### src/rtl/vga_sync_gen_pkg.sv
`default_nettype none
// ============================================================================
// Module      : vga_timing_pkg
// Description : Shared VGA timing defaults (640x480@60), coordinate width,
//               reset colour and small helper types for the sync generator.
// Revision    : 1.0 - initial release
// ============================================================================
package vga_timing_pkg;

   // Coordinate width; both raster totals must fit in this many bits (<=1024)
   localparam int COORD_W = 10;

   // Default horizontal timing, in pixels
   localparam int H_DISP  = 640;
   localparam int H_FP    = 16;
   localparam int H_SYNC  = 96;
   localparam int H_BP    = 48;

   // Default vertical timing, in lines
   localparam int V_DISP  = 480;
   localparam int V_FP    = 10;
   localparam int V_SYNC  = 2;
   localparam int V_BP    = 33;

   // Derived raster totals for the defaults (800 x 525)
   localparam int H_TOTAL = H_DISP + H_FP + H_SYNC + H_BP;
   localparam int V_TOTAL = V_DISP + V_FP + V_SYNC + V_BP;

   typedef logic [COORD_W-1:0] coord_t;
   typedef logic [2:0]         rgb_t;

   // Colour shown until the first frame boundary after reset: white
   localparam rgb_t RST_COLOR = 3'b111;

   // True when pos lies inside the closed window [first, last]
   function automatic logic in_window(input coord_t pos,
                                      input coord_t first,
                                      input coord_t last);
      return (pos >= first) && (pos <= last);
   endfunction

endpackage
`default_nettype wire

### src/rtl/vga_sync_gen_if.sv
`default_nettype none
// ============================================================================
// Module      : vga_sync_gen_if
// Description : Raster bundle between the VGA sync generator (master) and the
//               downstream text/font pixel generator (slave).
// Revision    : 1.0 - initial release
// ============================================================================
interface vga_sync_gen_if;
   import vga_timing_pkg::*;

   rgb_t   color_sw;      // raw, asynchronous colour switches {R,G,B}
   logic   hsync;
   logic   vsync;
   logic   video_on;
   logic   p_tick;
   coord_t pixel_x;
   coord_t pixel_y;
   logic   frame_start;
   rgb_t   color_rgb;     // frame-stable colour

   // Timing generator side
   modport master (
      input  color_sw,
      output hsync, vsync, video_on, p_tick,
      output pixel_x, pixel_y, frame_start, color_rgb
   );

   // Pixel generator side
   modport slave (
      output color_sw,
      input  hsync, vsync, video_on, p_tick,
      input  pixel_x, pixel_y, frame_start, color_rgb
   );

endinterface
`default_nettype wire

### src/rtl/vga_sync_gen_pix_tick.sv
`default_nettype none
// ============================================================================
// Module      : pix_tick_gen
// Description : Mod-PIX_DIV free-running divider. Emits a one-clock pixel
//               tick on the last count of every PIX_DIV-clock period.
// Revision    : 1.0 - initial release
// ============================================================================
module pix_tick_gen #(
   parameter int PIX_DIV = 2          // clocks per pixel, must be >= 2
) (
   input  logic clk,
   input  logic rst,
   output logic o_p_tick
);

   localparam int                 c_cnt_w = (PIX_DIV > 2) ? $clog2(PIX_DIV) : 1;
   localparam logic [c_cnt_w-1:0] c_last  = c_cnt_w'(PIX_DIV - 1);

   logic [c_cnt_w-1:0] r_div_cnt;

   // Divider count 0..PIX_DIV-1, wrapping; restarts at 0 on reset
   always_ff @(posedge clk) begin
      if (rst) begin
         r_div_cnt <= '0;
      end else if (r_div_cnt == c_last) begin
         r_div_cnt <= '0;
      end else begin
         r_div_cnt <= r_div_cnt + 1'b1;
      end
   end

   // Tick decoded straight from the register, so it is low during reset
   assign o_p_tick = (r_div_cnt == c_last);

endmodule
`default_nettype wire

### src/rtl/vga_sync_gen.sv
`default_nettype none
// ============================================================================
// Module      : vga_sync_gen
// Description : VGA raster timing generator. Pixel-rate tick from the system
//               clock, h/v counters, registered syncs aligned with the
//               counters, visible-area flag, frame strobe and a colour latch
//               that only changes on frame boundaries.
// Revision    : 1.0 - initial release
// ============================================================================
module vga_sync_gen
   import vga_timing_pkg::*;
#(
   parameter int PIX_DIV  = 2,        // system clocks per pixel (>= 2)
   parameter int HD       = H_DISP,
   parameter int HF       = H_FP,
   parameter int HS       = H_SYNC,
   parameter int HB       = H_BP,
   parameter int VD       = V_DISP,
   parameter int VF       = V_FP,
   parameter int VS       = V_SYNC,
   parameter int VB       = V_BP,
   parameter bit SYNC_POL = 1'b0      // active level of both sync pulses
) (
   input  logic           clk,
   input  logic           reset,
   vga_sync_gen_if.master vga
);

   // Raster geometry; both totals are expected to fit in COORD_W bits
   localparam int     c_h_total  = HD + HF + HS + HB;
   localparam int     c_v_total  = VD + VF + VS + VB;
   localparam coord_t c_h_last   = coord_t'(c_h_total - 1);
   localparam coord_t c_v_last   = coord_t'(c_v_total - 1);
   localparam coord_t c_h_disp   = coord_t'(HD);
   localparam coord_t c_v_disp   = coord_t'(VD);
   localparam coord_t c_hs_first = coord_t'(HD + HF);
   localparam coord_t c_hs_last  = coord_t'(HD + HF + HS - 1);
   localparam coord_t c_vs_first = coord_t'(VD + VF);
   localparam coord_t c_vs_last  = coord_t'(VD + VF + VS - 1);

   logic   w_p_tick;
   logic   w_h_last;
   logic   w_v_last;
   logic   w_frame_start;
   coord_t w_h_next;
   coord_t w_v_next;
   logic   w_hs_act;
   logic   w_vs_act;

   coord_t r_h_cnt;
   coord_t r_v_cnt;
   logic   r_hsync;
   logic   r_vsync;
   rgb_t   r_sw_meta;
   rgb_t   r_sw_sync;
   rgb_t   r_color_rgb;

   pix_tick_gen #(
      .PIX_DIV (PIX_DIV)
   ) u_pix_tick (
      .clk      (clk),
      .rst      (reset),
      .o_p_tick (w_p_tick)
   );

   // Next-state raster position; holds between ticks, wraps at line/frame end
   always_comb begin
      w_h_last = (r_h_cnt == c_h_last);
      w_v_last = (r_v_cnt == c_v_last);
      w_h_next = r_h_cnt;
      w_v_next = r_v_cnt;
      if (w_p_tick) begin
         if (w_h_last) begin
            w_h_next = '0;
            w_v_next = w_v_last ? '0 : r_v_cnt + 1'b1;
         end else begin
            w_h_next = r_h_cnt + 1'b1;
         end
      end
   end

   // Sync windows are judged on the next position so that the registered
   // syncs line up with the counters they are registered alongside
   assign w_hs_act      = in_window(w_h_next, c_hs_first, c_hs_last);
   assign w_vs_act      = in_window(w_v_next, c_vs_first, c_vs_last);
   assign w_frame_start = w_p_tick && w_h_last && w_v_last;

   // Raster counters and registered sync outputs
   always_ff @(posedge clk) begin
      if (reset) begin
         r_h_cnt <= '0;
         r_v_cnt <= '0;
         r_hsync <= ~SYNC_POL;
         r_vsync <= ~SYNC_POL;
      end else begin
         r_h_cnt <= w_h_next;
         r_v_cnt <= w_v_next;
         r_hsync <= w_hs_act ? SYNC_POL : ~SYNC_POL;
         r_vsync <= w_vs_act ? SYNC_POL : ~SYNC_POL;
      end
   end

   // Two-flop synchronizer for the asynchronous colour switches
   always_ff @(posedge clk) begin
      if (reset) begin
         r_sw_meta <= '0;
         r_sw_sync <= '0;
      end else begin
         r_sw_meta <= vga.color_sw;
         r_sw_sync <= r_sw_meta;
      end
   end

   // Colour only changes on the edge that wraps to (0,0), so a frame never tears
   always_ff @(posedge clk) begin
      if (reset) begin
         r_color_rgb <= RST_COLOR;
      end else if (w_frame_start) begin
         r_color_rgb <= r_sw_sync;
      end
   end

   assign vga.p_tick      = w_p_tick;
   assign vga.pixel_x     = r_h_cnt;
   assign vga.pixel_y     = r_v_cnt;
   assign vga.hsync       = r_hsync;
   assign vga.vsync       = r_vsync;
   assign vga.video_on    = (r_h_cnt < c_h_disp) && (r_v_cnt < c_v_disp);
   assign vga.frame_start = w_frame_start;
   assign vga.color_rgb   = r_color_rgb;

endmodule
`default_nettype wire

### src/flat_wrapper.sv
// flat-port wrapper written by rule: the top's interface ports become plain ports
module vga_sync_gen_flat import vga_timing_pkg::*;
#(
   parameter int PIX_DIV  = 2,                                         
   parameter int HD       = H_DISP,
   parameter int HF       = H_FP,
   parameter int HS       = H_SYNC,
   parameter int HB       = H_BP,
   parameter int VD       = V_DISP,
   parameter int VF       = V_FP,
   parameter int VS       = V_SYNC,
   parameter int VB       = V_BP,
   parameter bit SYNC_POL = 1'b0                                         
)
  (clk, reset, vga_color_sw, vga_hsync, vga_vsync, vga_video_on, vga_p_tick, vga_pixel_x, vga_pixel_y, vga_frame_start, vga_color_rgb);
  vga_sync_gen_if vga_i ();
  input  logic clk;
  input  logic reset;
  input wire logic [$bits(vga_i.color_sw)-1:0] vga_color_sw;
  output wire logic [$bits(vga_i.hsync)-1:0] vga_hsync;
  output wire logic [$bits(vga_i.vsync)-1:0] vga_vsync;
  output wire logic [$bits(vga_i.video_on)-1:0] vga_video_on;
  output wire logic [$bits(vga_i.p_tick)-1:0] vga_p_tick;
  output wire logic [$bits(vga_i.pixel_x)-1:0] vga_pixel_x;
  output wire logic [$bits(vga_i.pixel_y)-1:0] vga_pixel_y;
  output wire logic [$bits(vga_i.frame_start)-1:0] vga_frame_start;
  output wire logic [$bits(vga_i.color_rgb)-1:0] vga_color_rgb;
  assign vga_i.color_sw = vga_color_sw;
  assign vga_hsync = vga_i.hsync;
  assign vga_vsync = vga_i.vsync;
  assign vga_video_on = vga_i.video_on;
  assign vga_p_tick = vga_i.p_tick;
  assign vga_pixel_x = vga_i.pixel_x;
  assign vga_pixel_y = vga_i.pixel_y;
  assign vga_frame_start = vga_i.frame_start;
  assign vga_color_rgb = vga_i.color_rgb;
  vga_sync_gen #(.PIX_DIV(PIX_DIV), .HD(HD), .HF(HF), .HS(HS), .HB(HB), .VD(VD), .VF(VF), .VS(VS), .VB(VB), .SYNC_POL(SYNC_POL)) u_core (.clk(clk), .reset(reset), .vga(vga_i));
endmodule
### config.mk
export PLATFORM = sky130hd
export DESIGN_NAME = vga_sync_gen_flat
export DESIGN_NICKNAME = d
export VERILOG_FILES = /design/src/rtl/vga_sync_gen_pkg.sv /design/src/rtl/vga_sync_gen_if.sv /design/src/rtl/vga_sync_gen_pix_tick.sv /design/src/rtl/vga_sync_gen.sv /design/src/flat_wrapper.sv
export SDC_FILE = /design/constraint.sdc
export NUM_CORES = 1
export LEC_CHECK = 0
export CORE_AREA = 2 2 65 67
export CTS_CLUSTER_DIAMETER = 150
export DETAILED_ROUTE_END_ITERATION = 8
export DIE_AREA = 0 0 67 69
export PLACE_DENSITY_LB_ADDON = 0.12
export RECOVER_POWER = 50
export SETUP_SLACK_MARGIN = 0.05
export SKIP_LAST_GASP = 1
export SLEW_MARGIN = 20
export SYNTH_ARGS = -nofsm -noshare
export SYNTH_HDL_FRONTEND = slang
export SYNTH_SLANG_ARGS = --single-unit
### constraint.sdc
create_clock -name clk -period 3.4 [get_ports clk]
set_input_delay 0.68 -clock clk [delete_from_list [all_inputs] [get_ports clk]]
set_output_delay 0.68 -clock clk [all_outputs]
set_load 0.01 [all_outputs]
==> impl_metrics.ini <==
[outcome]
outcome = finished clean

[routing]
detail_route.wl_per_cell_um = 12.9
wl_um = 3250
dr_total_vias = 1277
drcViolationCount = 0
drt_iter0_drc = 44
via_per_inst = 5.09
firstDrtPassIters = 4
ant_nets = 0

[grt]
grt_start_max_net_pins = 23
antenna_found_initial = 0
grt_util_all_layers_pct = 16.3
grt_pass1_wl_um = 5860
grt_pass1_vias = 1230
grt_overflow = 0

[clock_network]
clockBufferDepth = 2
cts_buffers = 5
clock-root-buffer = clkbuf_8
cts_tree = done
clkTransAtPathRegs_ps = 70
post-cts-setup-buffers = 0
insertion_delay_ps = 280
ctsHtreeMaxLevel = 2
cts_num_sinks = 32

[yosys]
synth_cells = 168
yosys_most_used_dff = dfxtp_1
synthTopCellsByCount = dfxtp_1 (32), nand2_1 (12), nor3_1 (10)
synth_area_leaders = dfxtp_1 (42%), xnor2_1 (4.6%), xor2_1 (4.0%)
synth_nets = 176
synthArstFlopShare_pct = 0
syn_avg_cell_area_um2 = 9.12
synth_most_common_cell = dfxtp_1
yosysSeqAreaShare_pct = 41.8
ys_types = 40
synth_top_area_cell = dfxtp_1
netlist.area_leader.share_pct = 41.8
yosysWarnings = 0
ys_ff_latch = 32
netlist_area_mm2 = 0.00153
synth-edff-count = 0

[finish]
instances_no_fill = 251
fin_util_pct = 50.9
drive_gt1_share_pct = 6.97
syn_to_final_growth_pct = 30.0
insertedDiodeCount = 0
fin_area_mm2 = 0.00199
nets = 208

[place]
dpl_cell_area_mm2 = 0.00189
port_buffers = 32
post-dp-hpwl_um = 2370
dp.cells = 243
gp_congestion = 0.844

[setup_path]
crit_type = reg -> out
r2r_cells = 7
cp_data_required_time_ps = 2720
cp_max_fo = 5
crit_path_top_delay_cell = or4b_4
worstSetupEndpointType = output port
reg2reg_slack_ps = 430
slowest_delay_ps = 530
setup.worst_path.start_class = flip-flop
cp_num_buf_inv = 2
worst_ep_arrival_time_ps = 2440
r2r_start = u_core.vga.pixel_x[0]$_SDFF_PP0_
cp_top_family = simple AND/OR/NAND/NOR gates
rr_endpoint = u_core.vga.pixel_y[4]$_SDFF_PP0_
cp_cell_sequence = ha_1 -> or4b_4 -> nor3_4 -> nand2_1 -> inv_1 -> clkdlybuf4s50_1

[min_path]
hold_class = reg -> reg
hp-start = u_core.r_sw_meta[2]$_SDFF_PP0_
hold-path-endpoint = u_core.r_sw_sync[2]$_SDFF_PP0_
whs_path_depth = 1

[sta]
holdWs_ps = 440
layout_min_cycle_time_ps = 3120
clock_skew_ps = 3.20
max_slew.worst_pin.slew_ps = 957
drv_slew = 0
finalSetupViolations = 0
hold_violations = 0
rsz0062_at_grt = no
timing.slew.headroom_pct = 36.2
setup_tns_ps = 0
period_share_pct = 91.7
timing.fmax_ghz = 0.321

[power]
p_leak_nw = 0.707
ir_drop_mv = 0.264
power_density_mw_per_mm2 = 388

[die]
die_area_mm2 = 0.00462
num_rows = 23
die_w_um = 67
start_util_pct = 39.2
coreArea_mm2 = 0.00391
fp.dieH_um = 69
pin_count = 33

[run]
cap_violations = 0
layout make-up:
type,instances,area [um2]
fillers,380,1920
multi-input cells,123,835
flip-flops and latches,32,641
repair buffers,35,332
clock buffers,5,68.8
well taps,50,62.6
clock inverters,3,42.5
inverters,3,11.3
registers in the layout, summed over array words and instances (netlist names):
| register | cells |
|---|---|
| u_core.vga.color_rgb | 3 |
| u_core.vga.hsync | 1 |
| u_core.r_sw_meta | 3 |
| u_core.vga.pixel_x | 10 |
| u_core.u_pix_tick.o_p_tick | 1 |
| u_core.vga.pixel_y | 10 |
| u_core.vga.vsync | 1 |
| u_core.r_sw_sync | 3 |
per-layer routing:
layer,GRT usage [%],up-vias,part of all wire [%]
met5,0,-,0
met4,6.80,0,1.9
met3,5.06,7,5.4
met2,23.3,34,44
met1,22.6,573,49
li1,-,663,-
cell usage in the layout (no fill, tap or decap), types with 2 or more instances in the layout:
master           instances
nand3b_1                 2
nand3_1                  7
and3_1                   7
a211o_1                  3
or4b_1                   2
and4_1                   2
inv_1                    3
xor2_1                   7
xnor2_1                  8
nand2b_1                 3
a21oi_1                  6
ha_1                     3
dfxtp_1                 32
clkdlybuf4s50_1         18
nand2_1                 12
clkbuf_1                 3
mux2i_1                  2
dlygate4sd3_1           14
nor2b_1                  9
or3_1                    2
nor2_1                   9
nand4_1                  9
nor3_1                  10
clkbuf_8                 5
o21ai_0                  5
worst max-delay path by stage:
stage / slack [ps] / cells past startpoint / to / start
final: 280 / 6 / vga_frame_start / u_core.vga.pixel_x[0]$_SDFF_PP0_
after global routing: 80 / 6 / vga_frame_start / u_core.vga.pixel_x[0]$_SDFF_PP0_
after CTS: 200 / 5 / vga_frame_start / u_core.vga.pixel_y[6]$_SDFF_PP0_
after detailed placement: 530 / 5 / vga_frame_start / u_core.vga.pixel_y[6]$_SDFF_PP0_
after global placement: 580 / 5 / vga_frame_start / u_core.vga.pixel_y[6]$_SDFF_PP0_
after floorplan: 1060 / 5 / vga_frame_start / u_core.vga.pixel_x[0]$_SDFF_PP0_
logic make-up (layout without fill, tap and decap cells):
| family | Yosys count | after routing | synth area share (%) |
|---|---|---|---|
| simple gates | 84 | 84 | 34.4 |
| mux | 2 | 2 | 1.31 |
| buf+inv | 13 | 46 | 3.75 |
| flops | 32 | 32 | 41.8 |
| compound gates | 19 | 19 | 7.76 |
| xor+xnor | 15 | 15 | 8.57 |
| fa+ha+maj | 3 | 3 | 2.45 |
per-stage QoR:
step	setup WS, ps	total power [mW]
finish	281	0.773
global route	78.6	0.803
CTS	199	0.788
detailed placement	528	0.424
global placement	585	0.423
floorplan	1060	0.409
worst reg2reg max path, delay by kind of cell (launching register included):
kind,cells,cell delay [ps]
fa+ha+maj,1,270
compound gates,1,140
simple gates,4,1360
flops,1,400
buf+inv,1,740
power breakdown:
| part | switching (mW) | internal [mW] |
|---|---|---|
| Sequential | 0.00584 | 0.381 |
| Clock | 0.144 | 0.217 |
| Combinational | 0.0121 | 0.0139 |
| Total | 0.162 | 0.612 |
timing repair:
action / CTS / global route
endpoints found under the setup margin: 0 / 1
hold buffers: 0 / 0
gates resized for setup: 0 / 0
(Power assumes the default switching activity.)
